===== config.mk =====
export PLATFORM = sky130hd
export DESIGN_NAME = uram_partition_drain
export DESIGN_NICKNAME = d
export VERILOG_FILES = /design/src/rtl/uram_partition_drain_pkg.sv /design/src/rtl/uram_partition_drain.sv
export SDC_FILE = /design/constraint.sdc
export NUM_CORES = 1
export LEC_CHECK = 0
export ABC_AREA = 1
export CAP_MARGIN = 20
export CELL_PAD_IN_SITES_DETAIL_PLACEMENT = 0
export CELL_PAD_IN_SITES_GLOBAL_PLACEMENT = 1
export CORE_MARGIN = 4
export CORE_UTILIZATION = 14
export DETAILED_ROUTE_END_ITERATION = 10
export HOLD_SLACK_MARGIN = 0.12
export PLACE_DENSITY_LB_ADDON = 0.12
export SYNTH_ARGS = -nofsm -noshare
export SYNTH_HDL_FRONTEND = slang
export SYNTH_SLANG_ARGS = --single-unit

===== constraint.sdc =====
create_clock -name clk -period 1.2 [get_ports clk]
set_input_delay 0.24 -clock clk [delete_from_list [all_inputs] [get_ports clk]]
set_output_delay 0.24 -clock clk [all_outputs]
set_load 0.02 [all_outputs]

===== src/rtl/uram_partition_drain_pkg.sv =====
// Shared types for the partition-drain read controller.
package phj_pkg;

    typedef enum logic [1:0] {
        DRN_IDLE,
        DRN_RUN,
        DRN_DRAIN,
        DRN_DONE
    } drain_state_t;

endpackage : phj_pkg


===== src/rtl/uram_partition_drain.sv =====
// Read-side controller for the URAM partition buffer: streams `length` words
// starting at `base_addr` (wrapping) as a valid/ready stream with last.
// The URAM output register is the stream data register; ram_out_ready freezes
// it under backpressure so m_data needs no local copy.
import phj_pkg::*;

module uram_partition_drain #(
    parameter int DATA_WIDTH = 64,
    parameter int ADDR_WIDTH = 3,
    parameter int CNT_WIDTH  = ADDR_WIDTH + 1
) (
    input  logic                  clk,
    input  logic                  rst,
    input  logic                  start,
    input  logic [ADDR_WIDTH-1:0] base_addr,
    input  logic [CNT_WIDTH-1:0]  length,
    output logic                  busy,
    output logic                  done,
    output logic [ADDR_WIDTH-1:0] ram_raddr,
    output logic                  ram_out_ready,
    input  logic [DATA_WIDTH-1:0] ram_rdata,
    output logic [DATA_WIDTH-1:0] m_data,
    output logic                  m_valid,
    output logic                  m_last,
    input  logic                  m_ready
);

    drain_state_t         state;
    drain_state_t         state_next;
    logic [CNT_WIDTH-1:0] remaining;
    logic                 advance;
    logic                 issue;

    assign m_data = ram_rdata;

    // Next-state, handshake qualifiers and status outputs.
    always_comb begin
        advance       = !m_valid || m_ready;
        ram_out_ready = advance;
        issue         = advance && (state == DRN_RUN) && (remaining != '0);
        state_next    = state;
        busy          = (state == DRN_RUN) || (state == DRN_DRAIN);
        done          = (state == DRN_DONE);
        case (state)
            DRN_IDLE: begin
                if (start) begin
                    state_next = (length == '0) ? DRN_DONE : DRN_RUN;
                end
            end
            DRN_RUN: begin
                if (issue && (remaining == CNT_WIDTH'(1))) begin
                    state_next = DRN_DRAIN;
                end
            end
            DRN_DRAIN: begin
                if (m_valid && m_ready && m_last) begin
                    state_next = DRN_DONE;
                end
            end
            DRN_DONE: begin
                state_next = DRN_IDLE;
            end
            default: begin
                state_next = DRN_IDLE;
            end
        endcase
    end

    // State register, read address / word counter and stream valid/last.
    always_ff @(posedge clk) begin
        if (rst) begin
            state     <= DRN_IDLE;
            ram_raddr <= '0;
            remaining <= '0;
            m_valid   <= 1'b0;
            m_last    <= 1'b0;
        end else begin
            state <= state_next;
            if ((state == DRN_IDLE) && start) begin
                ram_raddr <= base_addr;
                remaining <= length;
            end
            // An issue edge is also the edge where the URAM register captures
            // the word, so valid/last move in lockstep with the data.
            if (issue) begin
                ram_raddr <= ram_raddr + 1'b1;
                remaining <= remaining - 1'b1;
                m_valid   <= 1'b1;
                m_last    <= (remaining == CNT_WIDTH'(1));
            end else if (advance) begin
                m_valid   <= 1'b0;
                m_last    <= 1'b0;
            end
        end
    end

endmodule : uram_partition_drain

==> results.yml <==
cts:
  clk_pin_slew_ns: 0.06
  clock-root-buffer: "clkbuf_8"
  insertion_delay_ns: 0.25
  htreeDepth: 1
  hold_buffers: 0
  cts_tree: "done"
  cts.sinks: 11
  cts_inserted_buffers: 3
  clock_path_buffers: 2
yosys:
  synth.avg_cell_area_sq_um: 7.27
  yosysMostFrequentCell: "buf_4"
  mappedNetlistArea_sq_um: 1210
  yosysWarningCount: 0
  synth_ff_type: "dfxtp_1"
  synthTopCellsByArea: "buf_4, dfxtp_1, ha_1"
  ys_types: 21
  synth.top_cell.area_share_pct: 39.5
  synth_common_cells: "buf_4, nand2_1, inv_1, dfxtp_1, a21oi_1"
  synth_fp_nets: 250
  synth.largest_area_cell: "buf_4"
  yosysSeqAreaShare_pct: 18.1
  synth_cells: 167
  synthArstFlopShare_pct: 0
  synth_edf_count: 0
  ys_ff_latch: 11
drt:
  drcViolationCount: 0
  via_count: 919
  wl_per_cell_um: 12.7
  drt-total-wl_um: 3270
  vias_per_cell: 3.56
  drt-initial-drc-count: 9
  drtPass1Iterations: 3
  antenna_left: 0
placed_design:
  dp.cells: 250
  dpl_cell_area_sq_um: 1230
  io_buffers: 18
  hpwlAfterDp_um: 2440
  dp_slack_ns: -0.509
  place.gp.congestion: 0.694
outcome:
  status: "complete, but fails checks"
  violations: "negative setup slack"
floorplanning:
  dieArea_sq_um: 10200
  num_rows: 33
  initial_core_util_pct: 14.6
  core-area_sq_um: 8340
  die_w_um: 101
  die_y_um: 101
  io_pins: 147
critical_path:
  r2r_start: "state[0]$_SDFFE_PP0P_"
  crit-reg2reg-capture: "remaining[0]$_SDFFE_PP0P_"
  startpoint: "state[0]$_SDFFE_PP0P_"
  max_stage_delay_ns: 0.35
  cp_slowest_cell: "dfxtp_2"
  crit_required_ns: 0.96
  crit_type: "reg2out"
  cp.depth: 3
  ff2ff_setup_slack_ns: -0.11
  crit_family: "flip-flops"
  cp-endpoint: "busy"
  reg2regPathDepth: 7
  path_buf_inv: 2
  critPathMaxFanout: 2
  path_cells: "inv_2, ha_2, buf_6"
  worstPathArrival_ns: 1.09
  critPathLaunchType: "flop"
  endpoint_kind: "output port"
global_routing:
  grt_max_degree: 8
  antenna_found_initial: 0
  grt_overflow: 0
  grt_pass1_vias: 996
  grt_pass1_wl_um: 5100
  grtUsageTotal_pct: 6.43
timing:
  worst_pin_slew_ns: 0.297
  slew-limit-headroom_pct: 80.2
  hold_viol: 0
  fin_worst_skew_ns: 0.00515
  maxSlewViolCount: 0
  rsz0062_at_grt: "true"
  setup_viol: 11
  timing.final.crit_share_pct: 111
  period_needed_ns: 1.33
  timing.fmax_ghz: 0.752
  fin_ws_ns: -0.131
power:
  ir_worst_vdd_mv: 0.584
  fin_total_pwr_mw: 3.67
  p_leak_nw: 0.657
  p_per_area_nw_per_um2: 2400
finish:
  fin_cells: 258
  multi_input_area_sq_um: 636
  layout-area-overhead-vs-synth_pct: 25.7
  nFillCells: 957
  fin_nets: 237
  fin_area_sq_um: 1530
  seqCellArea_sq_um: 225
  n_antenna_cell: 0
  drive_above_1_share_pct: 50.3
flow_run:
  maxCapViolations: 0
min_path:
  hold_path.class: "in2reg"
placed cells by master (no fill, tap or decap), types with 3 or more instances in the layout:
| master | Yosys | layout |
|---|---|---|
| nand2_4 | 0 | 4 |
| clkbuf_8 | 0 | 3 |
| nand2_2 | 6 | 4 |
| dfxtp_2 | 0 | 4 |
| nand3_2 | 1 | 3 |
| dfxtp_1 | 11 | 7 |
| buf_4 | 64 | 19 |
| nand2_1 | 24 | 21 |
| ha_1 | 8 | 3 |
| nor2_1 | 5 | 4 |
| clkdlybuf4s50_1 | 0 | 9 |
| buf_6 | 0 | 9 |
| inv_2 | 0 | 4 |
| ha_4 | 0 | 4 |
| o21ai_2 | 0 | 4 |
| dlygate4sd2_1 | 0 | 5 |
| a21oi_1 | 9 | 4 |
| nand3_1 | 8 | 5 |
| inv_1 | 15 | 10 |
| a21oi_2 | 0 | 5 |
cell type report:
| cell class | instances | share of cell area, % |
|---|---|---|
| Clock buffer | 4 | 2.95 |
| Inverter | 16 | 4.42 |
| Multi-Input combinational cell | 77 | 41.6 |
| Sequential cell | 11 | 14.7 |
| Tap cell | 105 | 8.60 |
| Timing Repair Buffer | 45 | 27.7 |
per-layer routing:
| metal | global-route usage [%] | wire length [um] | share of wire [%] |
|---|---|---|---|
| met1 | 7.40 | 1280 | 39 |
| met2 | 10.1 | 1560 | 48 |
| met4 | 4.29 | 127 | 3.9 |
| met3 | 2.20 | 300 | 9.2 |
| met5 | 0 | 0 | 0 |
worst reg2reg max path: cells and delay by family, from the launching register on:
family	cells	cell delay (ns)
flip-flops	1	0.35
buffers and inverters	2	0.27
adder cells (fa/ha/maj)	1	0.15
AO/OA/AOI/OAI	3	0.39
AND/OR/NAND/NOR	1	0.07
stage by stage:
| stage | TNS, ns | utilization, % | hold WS (ns) |
|---|---|---|---|
| finish | -0.753 | 18.3 | 0.441 |
| global route | -1.42 | 18.3 | 0.480 |
| CTS | -0.940 | 17.9 | 0.439 |
| detailed placement | -5.82 | 14.8 | 0.473 |
| global placement | -5.39 | 14.8 | 0.480 |
| floorplan | 0 | - | 0.302 |
where the power goes:
part / leakage, nW / switching, mW / total (mW) / internal (mW)
clock network: 0.0228 / 0.181 / 0.416 / 0.235
logic: 0.542 / 1.35 / 2.61 / 1.27
registers: 0.0919 / 0.124 / 0.638 / 0.514
total: 0.657 / 1.65 / 3.67 / 2.02
cells by family (layout without fill, tap and decap cells):
logic type                 count (synthesis)  in the layout  synth area share [%]
and+or+nand+nor                           47             48                  18.1
AOI/OAI and AO/OA                         19             19                  9.47
xor gates and xnor gates                   2              2                  1.44
DFF                                       11             11                  18.1
buffers and inverters                     80             65                  44.6
adders and majority gates                  8              8                  8.24
what timing repair did:
item	in CTS	in global routing
resized for setup	63	11
setup endpoints to repair	19	14
setup buffers	3	0
gates cloned	1	0
pin swaps	11	5
sequential cells by signal (all words and copies together), names as in the netlist:
signal,flops
remaining,4
ram_raddr,3
state,2
m_last,1
m_valid,1
how the worst min path moves through the flow:
stage	endpoint	slack, ns	cells past startpoint	startpoint
finish	m_last$_SDFFE_PP0P_	0.44	4	m_ready
floorplan	m_valid$_SDFFE_PP0P_	0.30	1	rst
detailed placement	remaining[1]$_SDFFE_PP0P_	0.47	2	remaining[1]$_SDFFE_PP0P_
CTS	m_last$_SDFFE_PP0P_	0.44	4	m_ready
global route	m_data[31]	0.48	0	ram_rdata[31]
global placement	m_data[10]	0.48	0	ram_rdata[10]
(Power assumes the default switching activity.)
